==> config.mk <==
export PLATFORM = sky130hd
export DESIGN_NAME = controle_multiciclo_flat
export DESIGN_NICKNAME = d
export VERILOG_FILES = /design/src/rtl/controle_multiciclo_pkg.sv /design/src/rtl/controle_multiciclo_if.sv /design/src/rtl/controle_multiciclo_decodificador.sv /design/src/rtl/controle_multiciclo.sv /design/src/flat_wrapper.sv
export SDC_FILE = /design/constraint.sdc
export NUM_CORES = 1
export LEC_CHECK = 0
export ABC_AREA = 1
export BUFFER_PORTS_ARGS = -buffer_cell sky130_fd_sc_hd__buf_2
export CAP_MARGIN = 15
export CORE_ASPECT_RATIO = 0.75
export CORE_MARGIN = 2
export CORE_UTILIZATION = 43
export CTS_BUF_LIST = sky130_fd_sc_hd__clkbuf_2 sky130_fd_sc_hd__clkbuf_4 sky130_fd_sc_hd__clkbuf_8
export DETAILED_ROUTE_END_ITERATION = 6
export PLACE_DENSITY = 0.74
export SETUP_SLACK_MARGIN = 0.3
export SYNTH_ARGS = -nofsm -noshare
export SYNTH_HDL_FRONTEND = slang
export SYNTH_HIERARCHICAL = 1
export SYNTH_SLANG_ARGS = --single-unit
export TNS_END_PERCENT = 50
==> constraint.sdc <==
create_clock -name clock -period 2.2 [get_ports clock]
set_input_delay 0.44 -clock clock [delete_from_list [all_inputs] [get_ports clock]]
set_output_delay 0.44 -clock clock [all_outputs]
set_load 0.005 [all_outputs]
==> src/rtl/controle_multiciclo_pkg.sv <==
// Shared types and width helpers for the multi-cycle control unit.
// Optional stall support is selected with the CONTROLE_STALL_EN macro.
package controle_multiciclo_pkg;

   typedef enum logic [1:0] {
      StT0 = 2'b00,
      StT1 = 2'b01,
      StT2 = 2'b10,
      StT3 = 2'b11
   } state_e;

   typedef enum logic [2:0] {
      OpAdd = 3'b000,
      OpSub = 3'b001,
      OpNan = 3'b010,
      OpRsv = 3'b011,
      OpOut = 3'b100,
      OpLdi = 3'b101,
      OpMv  = 3'b110,
      OpRep = 3'b111
   } opcode_e;

   typedef enum logic [1:0] {
      AluAdd  = 2'b00,
      AluSub  = 2'b01,
      AluNand = 2'b10
   } alu_op_e;

   function automatic int unsigned reg_sel_w(input int unsigned num_regs);
      return $clog2(num_regs);
   endfunction

   function automatic int unsigned iin_w(input int unsigned num_regs);
      return 3 + 2 * $clog2(num_regs);
   endfunction

   function automatic int unsigned mux_w(input int unsigned num_regs);
      return $clog2(num_regs + 2);
   endfunction

   function automatic int unsigned mux_din(input int unsigned num_regs);
      return num_regs;
   endfunction

   function automatic int unsigned mux_g(input int unsigned num_regs);
      return num_regs + 1;
   endfunction

   // ADD/SUB/NAN share the three-step A -> G -> write-back sequence.
   function automatic logic is_alu(input logic [2:0] op);
      return (op == OpAdd) || (op == OpSub) || (op == OpNan);
   endfunction

endpackage

==> src/rtl/controle_multiciclo_if.sv <==
// Instruction-source / datapath-control bundle of the multi-cycle control unit.
// With CONTROLE_STALL_EN defined the bundle also carries the stall request.
interface controle_multiciclo_if #(
   parameter int unsigned NUM_REGS = 8
) ();
   import controle_multiciclo_pkg::*;

   localparam int unsigned REG_SEL_W = reg_sel_w(NUM_REGS);
   localparam int unsigned IIN_W     = iin_w(NUM_REGS);
   localparam int unsigned MUX_W     = mux_w(NUM_REGS);

   logic                 run;
   logic [IIN_W-1:0]     iin;
   logic [MUX_W-1:0]     mux_select;
   logic [NUM_REGS-1:0]  regs_enable;
   logic                 a_enable;
   logic                 g_enable;
   logic [1:0]           alu_op_select;
   logic                 out_enable;
   logic                 done;

`ifdef CONTROLE_STALL_EN
   logic                 stall;

   modport master (
      output run, iin, stall,
      input  mux_select, regs_enable, a_enable, g_enable, alu_op_select, out_enable, done
   );

   modport slave (
      input  run, iin, stall,
      output mux_select, regs_enable, a_enable, g_enable, alu_op_select, out_enable, done
   );
`else
   modport master (
      output run, iin,
      input  mux_select, regs_enable, a_enable, g_enable, alu_op_select, out_enable, done
   );

   modport slave (
      input  run, iin,
      output mux_select, regs_enable, a_enable, g_enable, alu_op_select, out_enable, done
   );
`endif

endinterface

==> src/rtl/controle_multiciclo_decodificador.sv <==
// Register-select decoder: rx field to one-hot write enable, gated by the write step.
module decodificador_param #(
   parameter int unsigned NUM_REGS = 8,
   localparam int unsigned SelW = $clog2(NUM_REGS)
) (
   input  logic [SelW-1:0]     sel_i,
   input  logic                en_i,
   output logic [NUM_REGS-1:0] onehot_o
);

   always_comb begin
      onehot_o = '0;
      if (en_i) begin
         onehot_o[sel_i] = 1'b1;
      end
   end

endmodule

==> src/rtl/controle_multiciclo.sv <==
// Multi-cycle control unit: T0..T3 step counter, instruction register and Moore output decode.
// Defining CONTROLE_STALL_EN adds a stall input that freezes the step and masks all strobes.
module controle_multiciclo
   import controle_multiciclo_pkg::*;
#(
   parameter int unsigned NUM_REGS = 8
) (
   input logic                  clock,
   input logic                  reset,
   controle_multiciclo_if.slave bus
);

   localparam int unsigned REG_SEL_W = reg_sel_w(NUM_REGS);
   localparam int unsigned IIN_W     = iin_w(NUM_REGS);
   localparam int unsigned MUX_W     = mux_w(NUM_REGS);

   localparam logic [MUX_W-1:0] MuxDin = MUX_W'(mux_din(NUM_REGS));
   localparam logic [MUX_W-1:0] MuxG   = MUX_W'(mux_g(NUM_REGS));

   state_e               state_q, state_d;
   logic [IIN_W-1:0]     ir_q, ir_d;
   logic                 ir_valid_q, ir_valid_d;
   // Set when the instruction in flight is a NOP (reserved opcode or REP with nothing to replay).
   logic                 nop_q, nop_d;

   logic                 stall;
   logic [2:0]           iin_op;
   logic [2:0]           ir_op;
   logic [REG_SEL_W-1:0] ir_rx;
   logic [REG_SEL_W-1:0] ir_ry;

   logic [MUX_W-1:0]     mux_sel;
   logic                 wr_step;
   logic                 a_en;
   logic                 g_en;
   logic [1:0]           alu_op;
   logic                 out_en;
   logic                 done_p;
   logic [NUM_REGS-1:0]  regs_en;

`ifdef CONTROLE_STALL_EN
   assign stall = bus.stall;
`else
   assign stall = 1'b0;
`endif

   assign iin_op = bus.iin[IIN_W-1 -: 3];
   assign ir_op  = ir_q[IIN_W-1 -: 3];
   assign ir_rx  = ir_q[2*REG_SEL_W-1 -: REG_SEL_W];
   assign ir_ry  = ir_q[REG_SEL_W-1:0];

   always_ff @(posedge clock) begin
      if (reset) begin
         state_q    <= StT0;
         ir_q       <= '0;
         ir_valid_q <= 1'b0;
         nop_q      <= 1'b0;
      end else begin
         state_q    <= state_d;
         ir_q       <= ir_d;
         ir_valid_q <= ir_valid_d;
         nop_q      <= nop_d;
      end
   end

   always_comb begin
      state_d    = state_q;
      ir_d       = ir_q;
      ir_valid_d = ir_valid_q;
      nop_d      = nop_q;
      if (!stall) begin
         unique case (state_q)
            StT0: begin
               if (bus.run) begin
                  state_d = StT1;
                  // REP keeps the held IR and replays it.
                  if (iin_op == OpRep) begin
                     nop_d = !ir_valid_q || (ir_op == OpRsv);
                  end else begin
                     ir_d       = bus.iin;
                     ir_valid_d = 1'b1;
                     nop_d      = (iin_op == OpRsv);
                  end
               end
            end
            StT1:    state_d = (is_alu(ir_op) && !nop_q) ? StT2 : StT0;
            StT2:    state_d = StT3;
            StT3:    state_d = StT0;
            default: state_d = StT0;
         endcase
      end
   end

   always_comb begin
      mux_sel = '0;
      wr_step = 1'b0;
      a_en    = 1'b0;
      g_en    = 1'b0;
      alu_op  = AluAdd;
      out_en  = 1'b0;
      done_p  = 1'b0;
      unique case (state_q)
         StT1: begin
            if (nop_q) begin
               done_p = 1'b1;
            end else begin
               unique case (ir_op)
                  OpMv: begin
                     mux_sel = MUX_W'(ir_ry);
                     wr_step = 1'b1;
                     done_p  = 1'b1;
                  end
                  OpLdi: begin
                     mux_sel = MuxDin;
                     wr_step = 1'b1;
                     done_p  = 1'b1;
                  end
                  OpOut: begin
                     mux_sel = MUX_W'(ir_ry);
                     out_en  = 1'b1;
                     done_p  = 1'b1;
                  end
                  default: begin
                     mux_sel = MUX_W'(ir_rx);
                     a_en    = 1'b1;
                  end
               endcase
            end
         end
         StT2: begin
            mux_sel = MUX_W'(ir_ry);
            g_en    = 1'b1;
            alu_op  = ir_op[1:0];
         end
         StT3: begin
            mux_sel = MuxG;
            wr_step = 1'b1;
            done_p  = 1'b1;
         end
         default: ;
      endcase
      if (stall) begin
         wr_step = 1'b0;
         a_en    = 1'b0;
         g_en    = 1'b0;
         alu_op  = AluAdd;
         out_en  = 1'b0;
         done_p  = 1'b0;
      end
   end

   decodificador_param #(
      .NUM_REGS (NUM_REGS)
   ) u_dec (
      .sel_i    (ir_rx),
      .en_i     (wr_step),
      .onehot_o (regs_en)
   );

   assign bus.mux_select    = mux_sel;
   assign bus.regs_enable   = regs_en;
   assign bus.a_enable      = a_en;
   assign bus.g_enable      = g_en;
   assign bus.alu_op_select = alu_op;
   assign bus.out_enable    = out_en;
   assign bus.done          = done_p;

endmodule

==> src/flat_wrapper.sv <==
// flat-port wrapper written by rule: the top's interface ports become plain ports
module controle_multiciclo_flat import controle_multiciclo_pkg::*;
#(
   parameter int unsigned NUM_REGS = 8
)
  (clock, reset, bus_run, bus_iin, bus_mux_select, bus_regs_enable, bus_a_enable, bus_g_enable, bus_alu_op_select, bus_out_enable, bus_done);
  controle_multiciclo_if #(.NUM_REGS(NUM_REGS)) bus_i ();
  input logic clock;
  input logic reset;
  input wire logic [$bits(bus_i.run)-1:0] bus_run;
  input wire logic [$bits(bus_i.iin)-1:0] bus_iin;
  output wire logic [$bits(bus_i.mux_select)-1:0] bus_mux_select;
  output wire logic [$bits(bus_i.regs_enable)-1:0] bus_regs_enable;
  output wire logic [$bits(bus_i.a_enable)-1:0] bus_a_enable;
  output wire logic [$bits(bus_i.g_enable)-1:0] bus_g_enable;
  output wire logic [$bits(bus_i.alu_op_select)-1:0] bus_alu_op_select;
  output wire logic [$bits(bus_i.out_enable)-1:0] bus_out_enable;
  output wire logic [$bits(bus_i.done)-1:0] bus_done;
  assign bus_i.run = bus_run;
  assign bus_i.iin = bus_iin;
  assign bus_mux_select = bus_i.mux_select;
  assign bus_regs_enable = bus_i.regs_enable;
  assign bus_a_enable = bus_i.a_enable;
  assign bus_g_enable = bus_i.g_enable;
  assign bus_alu_op_select = bus_i.alu_op_select;
  assign bus_out_enable = bus_i.out_enable;
  assign bus_done = bus_i.done;
  controle_multiciclo #(.NUM_REGS(NUM_REGS)) u_core (.clock(clock), .reset(reset), .bus(bus_i));
endmodule
======== Word-level counts from Yosys, hierarchy flattened ========
Index checks and enable logic that the tools add are counted.
cells by class
  order comparisons ....................... 2
  equal/unequal tests ..................... 12
  mux-type cells .......................... 24
  bitwise operators ....................... 1
  reductions and logical operators ........ 14
operator list
  operator                                                                count
  1-bit 2-to-1 mux                                                        13
  3-bit == test (second input constant)                                   4
  4-bit case mux with 3 select lines                                      1
  3-bit by 2-bit == test with 1-bit output (second input constant)        3
  8-bit 2-to-1 mux                                                        1
  2-bit case mux with 4 select lines                                      1
  4-bit case mux with 2 select lines                                      1
  2-bit 2-to-1 mux                                                        3
  2-bit == test (second input constant)                                   2
  3-bit by 4-bit < comparator with 1-bit output (second input constant)   1
  4-bit 2-to-1 mux                                                        1
  1-bit case mux with 2 select lines                                      2
  2-bit OR reduction                                                      2
  1-bit demux with 3-bit select                                           1
  3-bit by 1-bit == test with 1-bit output (second input constant)        1
  3-bit by 1-bit >= comparator with 1-bit output (second input constant)  1
  3-bit zero test                                                         1
  1-bit logical OR                                                        3
  3-bit AND reduction                                                     1
  3-bit OR reduction                                                      1
  2-bit by 1-bit == test with 1-bit output (second input constant)        1
  1-bit logical AND                                                       2
  1-bit zero test                                                         2
  2-bit zero test                                                         1
  3 further kinds                                                         3
storage, ports and cells
  flip-flop bits (word level) ............. 13
  bits of input ports ..................... 12
  output and inout bits ................... 18
  logic and storage cells ................. 57

======== Depth between registers and ports, before layout ========
Gate-level depths: netlist (run 1).
  word-level depth ........................ 6
  depth in mapped cells ................... 7
  gate-level depth less buffers ........... 7

======== Modules after synthesis ========
Netlist (run 1), hierarchy kept.
by module, submodules not included
  module               instances  cells an instance  area each (µm²)
  controle_multiciclo  1          122                749.5
  decodificador_param  1          17                 63.8

======== Worst setup path after synthesis (run 1) ========
Ideal clock, no wire load.
  kind .................................... register to output
  from .................................... reg u_core.state_q[0]
  to ...................................... out bus_regs_enable[0]
  arrival time ............................ 942 ps
  slack ................................... 818 ps
  cell stages (with the launch flop) ...... 7
  path through ............................ dfxtp_1 -> nand2_1 -> inv_1 -> nand4_1 -> nand3_1 -> nand2_1 -> nor2_1
on the way
  longest elaborated chain between the ends .. 3
  elaborated cells on any way between the ends .. 4
  classes of those cells .................. 2 x eq/ne; 2 x mux
RTL lines
  item                                                                       line                                     RTL
  from (decl)                                                                controle_multiciclo.sv:20                state_e state_q, state_d;
  from (signal assigned)                                                     controle_multiciclo.sv:54                state_q <= StT0;
  from (signal assigned)                                                     controle_multiciclo.sv:59                state_q <= state_d;
  2-bit == test or 2-bit by 1-bit == test with 1-bit output (tied branches)  controle_multiciclo.sv:102               unique case (state_q)
  1-bit case mux with 2 select lines (*)                                     controle_multiciclo.sv:102
  net u_core.wr_step                                                         controle_multiciclo.sv:33                logic wr_step;
  8-bit 2-to-1 mux (*)                                                       controle_multiciclo_decodificador.sv:13  if (en_i) begin
  to (decl)                                                                  flat_wrapper.sv:13                       output wire logic [$bits(bus_i.regs_enable)-1:0] bus_regs_enable;
The timed path passes the listed nets; every way through them passes the cells marked *.

======== Worst setup path in the final report (run 1) ========
  from .................................... reg u_core.nop_q
  to ...................................... out bus_regs_enable[4]
on the way
  longest elaborated chain between the ends .. 3
RTL lines
  item                                line                                     RTL
  from (decl)                         controle_multiciclo.sv:24                logic nop_q, nop_d;
  from (signal assigned)              controle_multiciclo.sv:62                nop_q <= nop_d;
  1-bit 2-to-1 mux                    controle_multiciclo.sv:104               if (nop_q) begin
  1-bit case mux with 2 select lines  controle_multiciclo.sv:102
  net u_core.wr_step                  controle_multiciclo.sv:33
  8-bit 2-to-1 mux                    controle_multiciclo_decodificador.sv:13
The timed path passes the listed nets, and every way through them passes these cells.

==> flow_summary.yaml, run 1 <==
yosys:
  synth_top_family_by_area: "simple AND/OR/NAND/NOR gates"
  post_synth_inst_count: 139
  post_synth_fa_ha_maj_area_fraction: 0
  synthSimpleGateAreaFrac: 0.506
  synth.mux.area_fraction: 0
  synth_xor_xnor_area_share: 0
  postSynthNetCount: 151
  mappedNetlistArea_um2: 813
  synth_top_cells_by_area: "sky130_fd_sc_hd__dfxtp_1, sky130_fd_sc_hd__nand2_1, sky130_fd_sc_hd__nor2_1, sky130_fd_sc_hd__inv_1, sky130_fd_sc_hd__nand4_1"
  number_of_synthesis_warnings: 6
  synth_largest_area_cell: "sky130_fd_sc_hd__dfxtp_1"
  post-synth-top-area-fraction: 0.320
  synth_compound_area_frac: 0.0508
  ys_seq_area_frac: 0.320
  number_of_different_library_cells_in_the_post_synthesis_netlist: 18
  synthesis.area_per_instance_um2: 5.85
  synth-seq-cells: 13
timing:
  grt_setup_unrepaired: "false"
  fin_setup_tns_ns: 0
  post-route-period-util: 0.836
  report.final.slew_viol_count: 0
  layout_min_cycle_time_ns: 1.84
  fin_skew_ns: 0.000495
  relSlewSlack: 0.684
  clock.fmax_mhz: 544
  setup_viol_count_final: 0
  tightest_slew_ns: 0.473
  fin_ws_ns: 0.362
  finalHoldViolCount: 0
detailed_routing:
  drtAntennaViolNets: 0
  via_count: 943
  route.detailed.wl_per_inst_um: 10.2
  drtIter0Drc: 42
  detailed_routing_iteration_count_for_the_pre_antenna_repair_pass: 4
  route.detailed.drc: 0
  totalWireLength_mm: 1.95
  route.detailed.vias_per_inst: 4.94
finish:
  multi_input_area_um2: 463
  final-seq-area_um2: 265
  n_diodes: 0
  layout-drive-gt1-share: 0.260
  areaGrowthSynthToFinish_pct: 24.2
  final_nets: 182
  core_utilization_of_the_finished_layout: 0.575
  fillers: 176
  post-route-cell-area_um2: 1010
placed_design:
  place.detailed.hpwl_mm: 1.55
  placed_area_um2: 965
  placement.setup.worst_slack_ns: 0.603
  globalplace.congestion: 0.785
  placement.io_buffers: 29
cts:
  cts.hold.buffers_added: 0
  h-tree-depth: 1
  cts_inserted_buffers: 3
  clk_transition_reported_paths_ns: 0.07
  maximum_clock_path_buffer_count: 2
  cts_sinks: 13
  clk_latency_ns: 0.26
  cts_tree: "done"
  cts_root_buf: "sky130_fd_sc_hd__clkbuf_4"
worst_setup_path:
  crit_family: "simple AND/OR/NAND/NOR gates"
  worst_setup_path_start_kind: "flop"
  cp_slowest_stage_delay_ns: 0.30
  bufs_and_invs_on_worst_path: 3
  path_class: "reg2out"
  worstSetupEndpointType: "output port"
  critical_path_peak_fanout: 4
  critical_path.cell_chain: "inv_1 > nand2_1 > inv_2 > nand4_1 > nand3_2 > nand2_2 > nor2_1 > buf_2"
  cp_slowest_cell: "sky130_fd_sc_hd__dfxtp_1"
  arrival_ns: 1.40
  cp_data_required_time_ns: 1.76
floorplanning:
  die_area_um2: 2260
  design.portCount: 30
  dieWidth_um: 54.2
  die_height_um: 41.7
  fp.coreArea_um2: 1760
  placementRows: 13
  initial_utilization: 0.463
power:
  peakVddDrop_uv: 272
  power_density_nw_per_um2: 575
  power.leakage_nw: 0.568
  total_power_mw: 0.580
global_routing:
  grt_first_pass_wirelength_mm: 3.24
  grt_pass1_vias: 781
  global_route_usage_sum: 0.185
  grt_max_degree: 13
  globalRouteOverflowTotal: 0
  grt_antenna_before_repair: 0
run_status:
  status: "complete, no violations"
job:
  cap_viol_max_count: 0
worst_hold_path:
  worstHoldPathType: "in2reg"
kinds of logic after synthesis:
family	Yosys count
buffers and inverters	24
AO/OA/AOI/OAI	8
AND/OR/NAND/NOR	94
flip-flops	13
Yosys cell counts:
cell type,n
sky130_fd_sc_hd__clkinv_1,1
sky130_fd_sc_hd__a31oi_1,1
sky130_fd_sc_hd__inv_1,20
sky130_fd_sc_hd__nand3b_1,2
sky130_fd_sc_hd__nor2_4,1
sky130_fd_sc_hd__nand3_2,1
sky130_fd_sc_hd__a21oi_1,5
sky130_fd_sc_hd__nand3_1,8
sky130_fd_sc_hd__buf_2,2
sky130_fd_sc_hd__buf_6,1
sky130_fd_sc_hd__nand4_1,8
sky130_fd_sc_hd__dfxtp_1,13
sky130_fd_sc_hd__nand2_1,39
sky130_fd_sc_hd__o21ai_0,2
sky130_fd_sc_hd__nor3_1,2
sky130_fd_sc_hd__nor2_2,1
sky130_fd_sc_hd__nand2_2,1
sky130_fd_sc_hd__nor2_1,31
cell usage in the layout, fill, tap and decap left out, types with 2 or more instances in the layout:
cell type                   n
sky130_fd_sc_hd__clkbuf_4   4
sky130_fd_sc_hd__nand3_1    7
sky130_fd_sc_hd__nor3_1     2
sky130_fd_sc_hd__inv_2      2
sky130_fd_sc_hd__o21ai_0    2
sky130_fd_sc_hd__buf_2     29
sky130_fd_sc_hd__a21oi_1    5
sky130_fd_sc_hd__nand3b_1   2
sky130_fd_sc_hd__nor2_1    31
sky130_fd_sc_hd__nand4_1    8
sky130_fd_sc_hd__dfxtp_1   11
sky130_fd_sc_hd__nand2_2    3
sky130_fd_sc_hd__nand3_2    2
sky130_fd_sc_hd__nand2_1   37
sky130_fd_sc_hd__inv_1     18
flip-flops by register name (all words and copies together) (netlist names), named ones only:
register	flops
u_core/state_q	1
u_core/ir_valid_q	1
u_core/nop_q	1
u_core/ir_q	9
power breakdown:
| group | leakage, nW | total (mW) | internal (mW) | switching, mW |
|---|---|---|---|---|
| Sequential | 0.109 | 0.286 | 0.259 | 0.0269 |
| Clock | 0.0184 | 0.151 | 0.0824 | 0.0683 |
| Combinational | 0.442 | 0.144 | 0.0533 | 0.0904 |
| Total | 0.568 | 0.580 | 0.395 | 0.186 |
cell type report:
| type | count | area share |
|---|---|---|
| multi-input cells | 102 | 0.458 |
| clock buffers | 4 | 0.0297 |
| repair buffers | 29 | 0.144 |
| inverters | 21 | 0.0781 |
| well taps | 22 | 0.0273 |
| flip-flops and latches | 13 | 0.263 |
final timing paths:
path	from	endpoint	slack [ns]	depth (start not counted)
min reg2reg	u_core/state_q[0]	u_core/state_q[0]	0.46	1
max	u_core/nop_q	bus_regs_enable[4]	0.36	8
max reg2reg	flop	u_core/ir_q[5]	0.86	5
min	reset	u_core/state_q[0]	0.37	2
through the flow:
stage / hold WS (ns) / cells
floorplan: 0.440 / 139
global placement: 0.456 / 187
detailed placement: 0.476 / 187
CTS: 0.368 / 191
global route: 0.386 / 191
finish: 0.373 / 191
repair_timing:
| action | CTS | global route |
|---|---|---|
| pin swaps | 0 | 2 |
| endpoints found under the setup margin | 1 | 8 |
| gates resized for setup | 1 | 7 |
| buffers inserted | 0 | 0 |
metal layers:
| metal | vias to the layer above | global-route usage | wire, um |
|---|---|---|---|
| met5 | - | 0 | 0 |
| met4 | 0 | 0.0600 | 13 |
| met3 | 2 | 0.0252 | 161 |
| met2 | 50 | 0.270 | 843 |
| met1 | 393 | 0.276 | 929 |
| li1 | 498 | - | - |
Note: power is estimated with default switching activity, not from simulation.
==> run 2, diff against run 1 <==
clock period = 1.8 ns   (was 2.2 ns; I/O delays follow)
==> run 2 against run 1 <==
Compared with the run above: die area stayed put; wire length is 12% higher; register-to-register slack worse by 0.50 ns; global-route usage is 1.4 points higher; power is 28% higher; sequential cell count stayed put; clock power is 23% higher; via count is 8.1% higher; combinational power is 40% higher; critical path type unchanged.
==> flow_summary.yaml, run 2 (same netlist as run 1, synthesis figures left out) <==
power:
  power_density_nw_per_um2: 676
  peakVddDrop_uv: 349
  total_power_mw: 0.741
  power.leakage_nw: 0.614
global_routing:
  grt_antenna_before_repair: 0
  grt_pass1_vias: 841
  grt_max_degree: 13
  global_route_usage_sum: 0.199
  grt_first_pass_wirelength_mm: 3.46
  globalRouteOverflowTotal: 0
timing:
  setup_viol_count_final: 0
  layout_min_cycle_time_ns: 1.70
  post-route-period-util: 0.944
  fin_ws_ns: 0.101
  tightest_slew_ns: 0.459
  report.final.slew_viol_count: 0
  grt_setup_unrepaired: "true"
  fin_skew_ns: 0.000618
  hold_slack_ns: 0.298
  fin_setup_tns_ns: 0
  finalHoldViolCount: 0
  clock.fmax_mhz: 589
  relSlewSlack: 0.693
placed_design:
  placement.io_buffers: 29
  placement.setup.worst_slack_ns: 0.283
  place.detailed.hpwl_mm: 1.55
  globalplace.congestion: 0.785
cts:
  maximum_clock_path_buffer_count: 2
  cts_tree: "done"
  h-tree-depth: 1
  cts_sinks: 13
  clk_transition_reported_paths_ns: 0.07
  cts.hold.buffers_added: 0
  cts_inserted_buffers: 3
  clk_latency_ns: 0.26
  cts_root_buf: "sky130_fd_sc_hd__clkbuf_4"
finish:
  mostFrequentLayoutCell: "sky130_fd_sc_hd__nand2_1"
  fillers: 163
  n_diodes: 0
  final_nets: 189
  areaGrowthSynthToFinish_pct: 34.6
  most_frequent_cells_in_the_layout: "sky130_fd_sc_hd__nand2_1, sky130_fd_sc_hd__buf_2, sky130_fd_sc_hd__nor2_1"
  largest_register_ff_count: 9
  top_register_by_number_of_flip_flops: "u_core/ir_q"
  core_utilization_of_the_finished_layout: 0.623
  layout-drive-gt1-share: 0.347
floorplanning:
  fp.coreArea_um2: 1760
  initial_utilization: 0.463
  design.portCount: 30
  die_area_um2: 2260
  placementRows: 13
  dieWidth_um: 54.2
  die_height_um: 41.7
worst_setup_path:
  cp_slowest_stage_delay_ns: 0.31
  critical_path_peak_fanout: 4
  critical_path.cell_chain: "inv_2 > nand2_2 > inv_2 > nand4_1 > nand3_2 > nand2_2 > nor2_1 > buf_2"
  worstSetupEndpointType: "output port"
  timing.critical_path.depth: 8
  worst_r2r_path_depth: 6
  rr_startpoint: "u_core/state_q[0]"
  timing.reg2reg.setup_slack_ns: 0.36
  worst_setup_path_start_kind: "flop"
  path_class: "reg2out"
  bufs_and_invs_on_worst_path: 3
  arrival_ns: 1.34
  r2r_end: "u_core/ir_q[5]"
  timing.critical_path.from: "u_core/nop_q"
  cp_data_required_time_ns: 1.44
  cp_slowest_cell: "sky130_fd_sc_hd__dfxtp_1"
  crit_family: "simple AND/OR/NAND/NOR gates"
  setup_crit_end: "bus_regs_enable[2]"
detailed_routing:
  drtAntennaViolNets: 0
  wl_met1_um: 945
  met3_wl_post_dr_um: 221
  top_signal_layer_used: "met4"
  via_count: 1019
  route.met2.wl_um: 972
  drtIter0Drc: 44
  totalWireLength_mm: 2.19
  route.detailed.drc: 0
  detailed_routing_iteration_count_for_the_pre_antenna_repair_pass: 6
  route.detailed.vias_per_inst: 5.15
  route.detailed.wl_per_inst_um: 11.0
worst_hold_path:
  worstHoldPathType: "in2reg"
job:
  cap_viol_max_count: 0
run_status:
  status: "complete, no violations"
## run 2: cell count changes in the layout (fill, tap and decap cells not counted), moves of 3 or more
cell,change
sky130_fd_sc_hd__inv_1,-3
sky130_fd_sc_hd__dfxtp_4,+3
sky130_fd_sc_hd__inv_2,+3
sky130_fd_sc_hd__buf_4,+7
sky130_fd_sc_hd__nand2_1,-3
## run 2: repair_timing
action,in CTS,in global routing
endpoints found under the setup margin,15,26
pin swaps,8,3
gates resized for setup,13,10
setup buffers,3,4
## run 2: report_power, final
part           leakage [nW]  internal [mW]  switching [mW]
sequential            0.110          0.317          0.0367
combinational         0.486         0.0823           0.120
clock                0.0184          0.101          0.0841
total                 0.614          0.500           0.241
## run 2: per-stage QoR
stage	cells	cell area, um^2
after detailed placement	187	965
final	198	1090
after global routing	198	1090
after global placement	187	965
after CTS	194	1040
after floorplan	139	813
## run 2: worst min path at each step
stage | from | cells after the start | to
finish | reset | 2 | u_core/state_q[0]
global placement | u_core/ir_valid_q | 2 | u_core/ir_valid_q
detailed placement | u_core/ir_valid_q | 2 | u_core/ir_valid_q
floorplan | reset | 1 | flop
CTS | reset | 2 | u_core/state_q[0]
global route | reset | 2 | flop
## run 2: final cells by class
cell class                      instances  area [um^2]  share of cell area
Clock buffer                            4         30.0              0.0274
Timing Repair Buffer                   36          198               0.181
Sequential cell                        13          275               0.251
Tap cell                               22         27.5              0.0251
Inverter                               21         78.8              0.0720
Multi-Input combinational cell        102          485               0.443
## run 2: routing by layer
| metal | up-vias | GRT usage |
|---|---|---|
| met5 | - | 0 |
| met4 | 0 | 0.0600 |
| met3 | 10 | 0.0252 |
| met1 | 440 | 0.277 |
| li1 | 508 | - |
| met2 | 61 | 0.316 |
